<file path="config.mk">
export PLATFORM = sky130hd
export DESIGN_NAME = al_usbrx_to_ram
export DESIGN_NICKNAME = d
export VERILOG_FILES = /design/src/rtl/al_usb_pkg.sv /design/src/rtl/al_usb_wpack.sv /design/src/rtl/al_usbrx_to_ram.sv
export SDC_FILE = /design/constraint.sdc
export NUM_CORES = 1
export LEC_CHECK = 0
export CELL_PAD_IN_SITES_DETAIL_PLACEMENT = 2
export CELL_PAD_IN_SITES_GLOBAL_PLACEMENT = 2
export CORE_MARGIN = 5
export CORE_UTILIZATION = 24
export DETAILED_ROUTE_END_ITERATION = 6
export GPL_ROUTABILITY_DRIVEN = 0
export PLACE_DENSITY = 0.86
export SYNTH_ARGS = -nofsm -noshare
export SYNTH_HDL_FRONTEND = slang
export SYNTH_SLANG_ARGS = --single-unit
</file>
<file path="constraint.sdc">
create_clock -name clk -period 2.2 [get_ports clk]
set_clock_uncertainty 0.2 [all_clocks]
set_input_delay 0.44 -clock clk [delete_from_list [all_inputs] [get_ports clk]]
set_output_delay 0.44 -clock clk [all_outputs]
set_load 0.005 [all_outputs]
</file>
<file path="src/rtl/al_usb_pkg.sv">
// Shared definitions for the USB-RX to RAM path: FSM encoding and the
// relationship between RAM beat width and 32-bit USB words per beat.
package al_usb_pkg;

  localparam logic [1:0] ST_IDLE    = 2'd0;
  localparam logic [1:0] ST_COLLECT = 2'd1;
  localparam logic [1:0] ST_WRITE   = 2'd2;
  localparam logic [1:0] ST_DONE    = 2'd3;

  localparam int USB_WORD_W = 32;

  // DATA_BITS=3 -> 2 words, DATA_BITS=4 -> 4 words per RAM beat
  function automatic int words_per_beat(input int data_bits);
    return 1 << (data_bits - 2);
  endfunction

endpackage

</file>
<file path="src/rtl/al_usb_wpack.sv">
// Packs 32-bit USB words into one RAM beat, lane 0 first. A clear zeroes
// every lane so a beat flushed early carries zeros in its unfilled lanes.
module al_usb_wpack
  import al_usb_pkg::*;
#(
  parameter int DATA_BITS = 3
)(
  input  logic                         clk,
  input  logic                         rst,
  input  logic                         clr,
  input  logic                         push,
  input  logic [USB_WORD_W-1:0]        word,
  output logic [(8<<DATA_BITS)-1:0]    data,
  output logic                         last_lane
);

  localparam int W  = words_per_beat(DATA_BITS);
  localparam int IW = $clog2(W);

  logic [W-1:0][USB_WORD_W-1:0] lanes;
  logic [IW-1:0]                idx;

  always_ff @(posedge clk) begin
    if (rst || clr) begin
      lanes <= '0;
      idx   <= '0;
    end else if (push) begin
      lanes[idx] <= word;
      idx        <= idx + IW'(1);
    end
  end

  assign data      = lanes;
  assign last_lane = (idx == IW'(W - 1));

endmodule

</file>
<file path="src/rtl/al_usbrx_to_ram.sv">
// Writes a USB OUT word stream into local RAM, one descriptor at a time,
// and reports beats written plus whether the packet ended early.
module al_usbrx_to_ram
  import al_usb_pkg::*;
#(
  parameter int LOCAL_ADDR_WIDTH = 17,
  parameter int MEM_TAG          = 1,
  parameter int REQUEST_LEN_BITS = 6,
  parameter int DATA_BITS        = 3,
  parameter int DATA_WIDTH_      = 8 << DATA_BITS
)(
  input  logic                                 clk,
  input  logic                                 rst,
  input  logic                                 s_tcq_valid,
  output logic                                 s_tcq_ready,
  input  logic [LOCAL_ADDR_WIDTH-1:DATA_BITS]  s_tcq_laddr,
  input  logic [REQUEST_LEN_BITS-1:0]          s_tcq_length,
  input  logic [MEM_TAG-1:0]                   s_tcq_tag,
  output logic                                 s_tcq_cvalid,
  input  logic                                 s_tcq_cready,
  output logic [MEM_TAG-1:0]                   s_tcq_ctag,
  output logic                                 s_tcq_cshort,
  output logic [REQUEST_LEN_BITS:0]            s_tcq_cbeats,
  input  logic [31:0]                          s_axis_usbrx_tdata,
  input  logic                                 s_axis_usbrx_tvalid,
  output logic                                 s_axis_usbrx_tready,
  input  logic                                 s_axis_usbrx_tlast,
  input  logic [3:0]                           s_axis_usbrx_tkeep,
  output logic [LOCAL_ADDR_WIDTH-1:DATA_BITS]  m_al_waddr,
  output logic [DATA_WIDTH_-1:0]               m_al_wdata,
  output logic                                 m_al_wvalid,
  input  logic                                 m_al_wready,
  output logic                                 m_al_wlast
);

  localparam int AW = LOCAL_ADDR_WIDTH - DATA_BITS;
  localparam int LW = REQUEST_LEN_BITS;

  logic [1:0]       state;
  logic [LW-1:0]    cnt;
  logic [LW:0]      tally;
  logic [MEM_TAG-1:0] tag;
  logic             short_q;
  logic             accept, push, beat_done, lane_full, pack_clr;
  logic             unused_tkeep;

  // Only one descriptor in flight, and the previous completion must be
  // taken (or be taken this cycle) before a new one is accepted.
  assign accept = (state == ST_IDLE) && s_tcq_valid && !s_tcq_ready &&
                  (!s_tcq_cvalid || s_tcq_cready);
  assign s_axis_usbrx_tready = (state == ST_COLLECT);
  assign push      = s_axis_usbrx_tready && s_axis_usbrx_tvalid;
  assign beat_done = (state == ST_WRITE) && m_al_wvalid && m_al_wready;
  assign pack_clr  = accept || beat_done;

  assign s_tcq_ctag   = tag;
  assign s_tcq_cshort = short_q;
  assign s_tcq_cbeats = tally;
  assign unused_tkeep = ^s_axis_usbrx_tkeep;

  al_usb_wpack #(.DATA_BITS(DATA_BITS)) u_wpack (
    .clk       (clk),
    .rst       (rst),
    .clr       (pack_clr),
    .push      (push),
    .word      (s_axis_usbrx_tdata),
    .data      (m_al_wdata),
    .last_lane (lane_full)
  );

  always_ff @(posedge clk) begin
    if (rst) begin
      state        <= ST_IDLE;
      s_tcq_ready  <= 1'b0;
      s_tcq_cvalid <= 1'b0;
      m_al_wvalid  <= 1'b0;
      m_al_wlast   <= 1'b0;
      m_al_waddr   <= '0;
      cnt          <= '0;
      tally        <= '0;
      tag          <= '0;
      short_q      <= 1'b0;
    end else begin
      s_tcq_ready <= accept;
      if (s_tcq_cvalid && s_tcq_cready) s_tcq_cvalid <= 1'b0;
      case (state)
        ST_IDLE: if (accept) begin
          m_al_waddr <= s_tcq_laddr;
          cnt        <= s_tcq_length;
          tag        <= s_tcq_tag;
          tally      <= '0;
          short_q    <= 1'b0;
          state      <= ST_COLLECT;
        end
        ST_COLLECT: if (push && (lane_full || s_axis_usbrx_tlast)) begin
          // tlast ending exactly on the descriptor's last beat is not short
          m_al_wvalid <= 1'b1;
          m_al_wlast  <= (cnt == '0) || s_axis_usbrx_tlast;
          short_q     <= s_axis_usbrx_tlast && (cnt != '0);
          state       <= ST_WRITE;
        end
        ST_WRITE: if (beat_done) begin
          m_al_wvalid <= 1'b0;
          m_al_wlast  <= 1'b0;
          m_al_waddr  <= m_al_waddr + AW'(1);
          tally       <= tally + (LW+1)'(1);
          cnt         <= cnt - LW'(1);
          state       <= m_al_wlast ? ST_DONE : ST_COLLECT;
        end
        ST_DONE: begin
          s_tcq_cvalid <= 1'b1;
          state        <= ST_IDLE;
        end
        default: state <= ST_IDLE;
      endcase
    end
  end

endmodule

</file>
; ---- Word level (Yosys, flattened, before mapping)
; Index checks and enable logic that the tools add are counted.
[totals]
ff_bits = 100
inputBits = 64
word_cells = 81
[classes]
addsub = 4
magnitude_cmp = 2
eq_ne = 6
mux = 27
reduce_logical = 29
[ops]
columns = op, n
row1 = $bwmux 64, 1
row2 = $demux 32 s1, 1
row3 = $mux 32, 1
row4 = $mux 14, 2
row5 = $pmux 14 s2, 1
row6 = $add 14x1->14 const B, 1
row7 = $mux 7, 2
row8 = $pmux 7 s2, 1
row9 = $mux 6, 2
row10 = $pmux 6 s2, 1
row11 = $reduce_and 3->1, 4
row12 = $logic_and 1x1->1, 10
row13 = $mux 2, 4
row14 = $pmux 2 s4, 1
row15 = $reduce_bool 2->1, 4
row16 = $add 7x1->7 const B, 1
row17 = $mux 1, 7
row18 = $logic_not 6->1, 1
row19 = $pmux 1 s2, 3
row20 = $reduce_bool 6->1, 1
row21 = $sub 6x1->6 const B, 1
row22 = $logic_or 1x1->1, 5
row23 = $eq 2x2->1 const B, 2
row24 = $ne 2x2->1 const B, 2
row25 = 8 further kinds, 9

; ---- Longest topological paths before layout
; Gate-level depths: netlist (run 1).
[logic_depth]
word_depth = 6
ltp_mapped = 7

; ---- Modules after synthesis
; Synthesis (run 1) repeated with hierarchy kept, for this count alone.
[unflattened]
cells_unflattened = 532
area_unflattened_um2 = 4277.9
[modules_own_cells]
columns = module, instances, cells_per_inst, area_each_um2, seq_area_each_um2
row1 = al_usb_wpack, 1, 286, 2341.0, 1301.2
row2 = al_usbrx_to_ram, 1, 246, 1936.9, 700.7

; ---- Worst setup path before layout (run 1)
; Ideal clock, no wire load.
[synth_path]
kind = reg2reg
startpoint = reg m_al_waddr[3] (netlist bit)
endpoint = reg m_al_waddr[15] (netlist bit)
t_arrival_ps = 1730
required_time_ps = 1926
path_slack_ps = 195
stages_incl_launch_ff = 6
period_less_slack_ps = 2005
cell_sequence = dfxtp_1 ha_1 nand4_1 or4_1 or4_1 a31oi_1
[synth_between]
elab_chain_cells = 3
[synth_rtl]
columns = item, line
row1 = start: declaration, al_usbrx_to_ram.sv:29  ; output logic [LOCAL_ADDR_WIDTH-1:DATA_BITS] m_al_waddr,
row2 = start signal: assignment, al_usbrx_to_ram.sv:88  ; m_al_waddr <= s_tcq_laddr;
row3 = start signal: assignment, al_usbrx_to_ram.sv:105  ; m_al_waddr <= m_al_waddr + AW'(1);
row4 = $add 14x1->14, al_usbrx_to_ram.sv:105
row5 = $mux 14, al_usbrx_to_ram.sv:102  ; ST_WRITE: if (beat_done) begin
row6 = $pmux 14 s2, al_usbrx_to_ram.sv:86  ; case (state)
; No other way between the ends. The select of a mux whose other input is x is not followed.
; A chain may end at the register's enable or synchronous reset.

; ---- Worst setup path after layout (run 1)
[layout_path]
startpoint = in s_tcq_valid
endpoint = reg m_al_waddr[16] (netlist bit)
[layout_between]
elab_chain_cells = 5
[layout_rtl]
columns = item, line
row1 = start: declaration, al_usbrx_to_ram.sv:14  ; input logic s_tcq_valid,
row2 = $logic_and 1x1->1 (3 in series), al_usbrx_to_ram.sv:49  ; assign accept = (state == ST_IDLE) && s_tcq_valid && !s_tcq_ready &&
row3 = $ne 2x2->1 (no line), --
row4 = $reduce_and 3->1 (no line), --
; No other way between the ends.

==> run summary, run 1 <==
share of cells above drive strength 1 = 0.09565
Root Buffer Master = clkbuf_16
Worst Tran Pin Value = 583.6 ps
critical path's slowest cell = clkdlybuf4s50_1
# IOs = 156
Final min period = 2175 ps
post-route cell area = 6402 um2
syn nets = 586
CP Launch Type = primary input
largest family of logic cells by synthesized area = simple AND/OR/NAND/NOR gates
die height = 140.4 um
FFs w/ async S/R, synth = 0
CP Capture Type = flop
RSZ-0062 raised after global routing = no
Starting Density = 0.2452
worst-case vdd ir drop = 339.4 uV
Simple-Gate Fraction of Synth Area = 0.2493
GRT Total Usage = 0.1695
htree depth = 3
worst-case reg-to-reg path depth = 5
Final setup viols = 0
Max Clk Rate = 459.8 MHz
Die X = 140.4 um
Core Area = 16640 um2
die area = 19710 um2
post-synthesis sequential area ratio = 0.4906
routed via count = 4421
GR Overflow Total = 0
Num CTS Buffers = 9
Synth Area in Adders = 0.01227
Max-slew headroom = 0.6073
initial antenna violation count = 2
Final Net Count = 753
Yosys warning count = 0
cell leakage power = 2.149 nW
clock buffer depth = 2
# DRC = 0
Worst Path Required = 2240 ps
placed standard-cell area = 6087 um2
Total Power = 0.004157 W
Site Rows = 47
post-synthesis mux area share = 0.002453
PwrDens = 649.3 nW/um2
Area Overhead vs Synth = 56.92%
Main synth FF type = dfxtp_1
antenna-violating nets left = 0
Fin. Hold Viols = 0
Tcrit/Tclk final = 0.9886
Max FO, Critical Path = 3
Hold Crit Class = flop to flop
Crit Path Category = primary input to flop
WL/cell = 18.37 um
# port buffers = 151
Max-Cap Viols = 0
crit path DAT = 2220 ps
HPWL Detailed = 12.73 mm
Gate Count Post-Synth = 518
fin. max-slew vios = 0
CP Cell Sequence = clkdlybuf4s50_1, or4b_1, nor2_1, o21ai_0, o31a_1
first-pass GRT wire length = 26.73 mm
Total Routed Length = 16.74 mm
DR pass1 iterations = 5
WHS = 260.1 ps
vias in the first global route = 5016
Hold Crit Depth = 2
largest net degree at the start of global routing = 37
Post-synth EDFFs = 0
Clk pin slew, worst setup/hold paths = 80 ps
outcome = finished clean
Critical Path Max Stage Delay = 510 ps
via/cell ratio = 4.853
#FFs+latches synth = 100
CTS Sinks = 100
Synth Area in XOR/XNOR = 0.002147
compound-gate portion of the synthesized area = 0.1984
Post-Syn Area = 4080 um2
CTS tree = built
Final TNS setup = 0 ps
Initial DRC Count = 160
Worst-Skew Late Latency = 350 ps
mean area per synthesized cell = 7.877 um2
Synth cell types = 52
Layout Utilization = 0.3847
cell usage after synthesis, types with 3 or more instances:
cell | instances | area, um2
and4_1 | 4 | 35.03
a31oi_1 | 6 | 37.54
dfxtp_1 | 100 | 2002
a311oi_1 | 3 | 26.28
clkbuf_1 | 23 | 86.33
nand3_1 | 11 | 55.05
a21oi_1 | 92 | 460.4
o21ai_0 | 16 | 80.08
a32oi_1 | 4 | 35.03
buf_4 | 3 | 22.52
ha_1 | 4 | 50.05
inv_1 | 8 | 30.03
nor2_1 | 14 | 52.55
or3_1 | 5 | 31.28
or4_1 | 5 | 37.54
nor4_1 | 3 | 18.77
buf_2 | 5 | 25.02
nor3_1 | 7 | 35.03
nand2_1 | 160 | 600.6
a211oi_1 | 5 | 37.54
worst max-delay path: cells and delay by family:
kind / cells / cell delay, ps
buffers and inverters: 1 / 510
and+or+nand+nor: 2 / 780
AOI/OAI and AO/OA: 2 / 490
area by class of cell:
type,instances,area (um2)
clock inverters,6,55.05
well taps,220,275.3
multi-input cells,376,1912
repair buffers,190,1882
flip-flops and latches,100,2007
fillers,1842,10240
diodes,1,2.502
clock buffers,10,239.0
inverters,8,30.03
sequential cells by signal (all words and copies together) (netlist names):
| signal | flops |
|---|---|
| u_wpack.data | 64 |
| u_wpack.last_lane | 1 |
| s_tcq_cbeats | 7 |
| m_al_waddr | 14 |
| s_tcq_ready | 1 |
| cnt | 6 |
| m_al_wvalid | 1 |
| s_tcq_cshort | 1 |
| s_tcq_ctag | 1 |
| s_tcq_cvalid | 1 |
| state | 2 |
| m_al_wlast | 1 |
power by group:
part	switching, W	internal (W)	total, W	leakage (nW)
registers	0.0000607	0.00187	0.00193	0.812
clock network	0.000776	0.000822	0.00160	0.139
logic	0.000303	0.000326	0.000629	1.20
total	0.00114	0.00302	0.00416	2.15
layer usage:
| layer | track usage | up-vias | share of wire |
|---|---|---|---|
| met5 | 0 | - | 0.00066 |
| met4 | 0.04997 | 2 | 0.016 |
| met3 | 0.07157 | 19 | 0.085 |
| met1 | 0.1812 | 2182 | 0.39 |
| met2 | 0.3039 | 101 | 0.51 |
| li1 | - | 2117 | - |
logic make-up after synthesis:
group                      after synthesis
buffers and inverters                   42
xor gates and xnor gates                 1
DFF                                    100
AOI/OAI and AO/OA                      142
muxes                                    1
and+or+nand+nor                        228
adders and majority gates                4
stage by stage:
stage | setup WS, ps | cells
after detailed placement | -335.5 | 894
after CTS | 0.2002 | 910
after global placement | -199.0 | 894
after floorplan | 195.4 | 518
after global routing | 3.492 | 911
final | 25.06 | 911
worst paths after layout:
path / endpoint / slack [ps] / startpoint
hold / removal: u_wpack.data[10] / 260 / u_wpack.data[10]
setup reg to reg: m_al_waddr[15] / 120 / m_al_waddr[4]
setup / recovery: m_al_waddr[16] / 30 / s_tcq_valid
hold reg to reg: u_wpack.data[10] / 260 / u_wpack.data[10]
repair_timing:
item                                    CTS  global route
resized for setup                         2             5
buffers inserted                          0             0
pin swaps                                 0             0
hold buffers                              0             0
endpoints found under the setup margin    1             3
cells in the final DEF (no fill, tap or decap), types with 4 or more instances in the layout:
| cell type | Yosys | final |
|---|---|---|
| nor2_1 | 14 | 13 |
| and4_1 | 4 | 4 |
| buf_12 | 0 | 6 |
| buf_4 | 3 | 33 |
| nand3_1 | 11 | 10 |
| or4_1 | 5 | 4 |
| nor3_1 | 7 | 7 |
| a211oi_1 | 5 | 5 |
| clkdlybuf4s50_1 | 0 | 150 |
| dfxtp_1 | 100 | 98 |
| nand2_1 | 160 | 159 |
| o21ai_0 | 16 | 16 |
| inv_1 | 8 | 8 |
| a31oi_1 | 6 | 6 |
| clkbuf_16 | 0 | 9 |
| or3_1 | 5 | 5 |
| a32oi_1 | 4 | 4 |
| a21oi_1 | 92 | 92 |
Power figures use the tool's default switching activity.
==> inputs of run 2 (changes only) <==
--- a/config.mk
+++ b/config.mk
@@ -10,7 +10,7 @@
 export CORE_MARGIN = 5
 export CORE_UTILIZATION = 24
 export DETAILED_ROUTE_END_ITERATION = 6
-export GPL_ROUTABILITY_DRIVEN = 0
+export GPL_ROUTABILITY_DRIVEN = 1
 export PLACE_DENSITY = 0.86
 export SYNTH_ARGS = -nofsm -noshare
 export SYNTH_HDL_FRONTEND = slang
==> results of run 2 <==
Final layout, timing and power as in run 1 (identical DEF).
==> inputs of run 3 (changes only) <==
--- a/config.mk
+++ b/config.mk
@@ -15,3 +15,4 @@
 export SYNTH_ARGS = -nofsm -noshare
 export SYNTH_HDL_FRONTEND = slang
 export SYNTH_SLANG_ARGS = --single-unit
+export TNS_END_PERCENT = 100
==> results of run 3 <==
Final layout, timing and power as in run 1 (identical DEF).
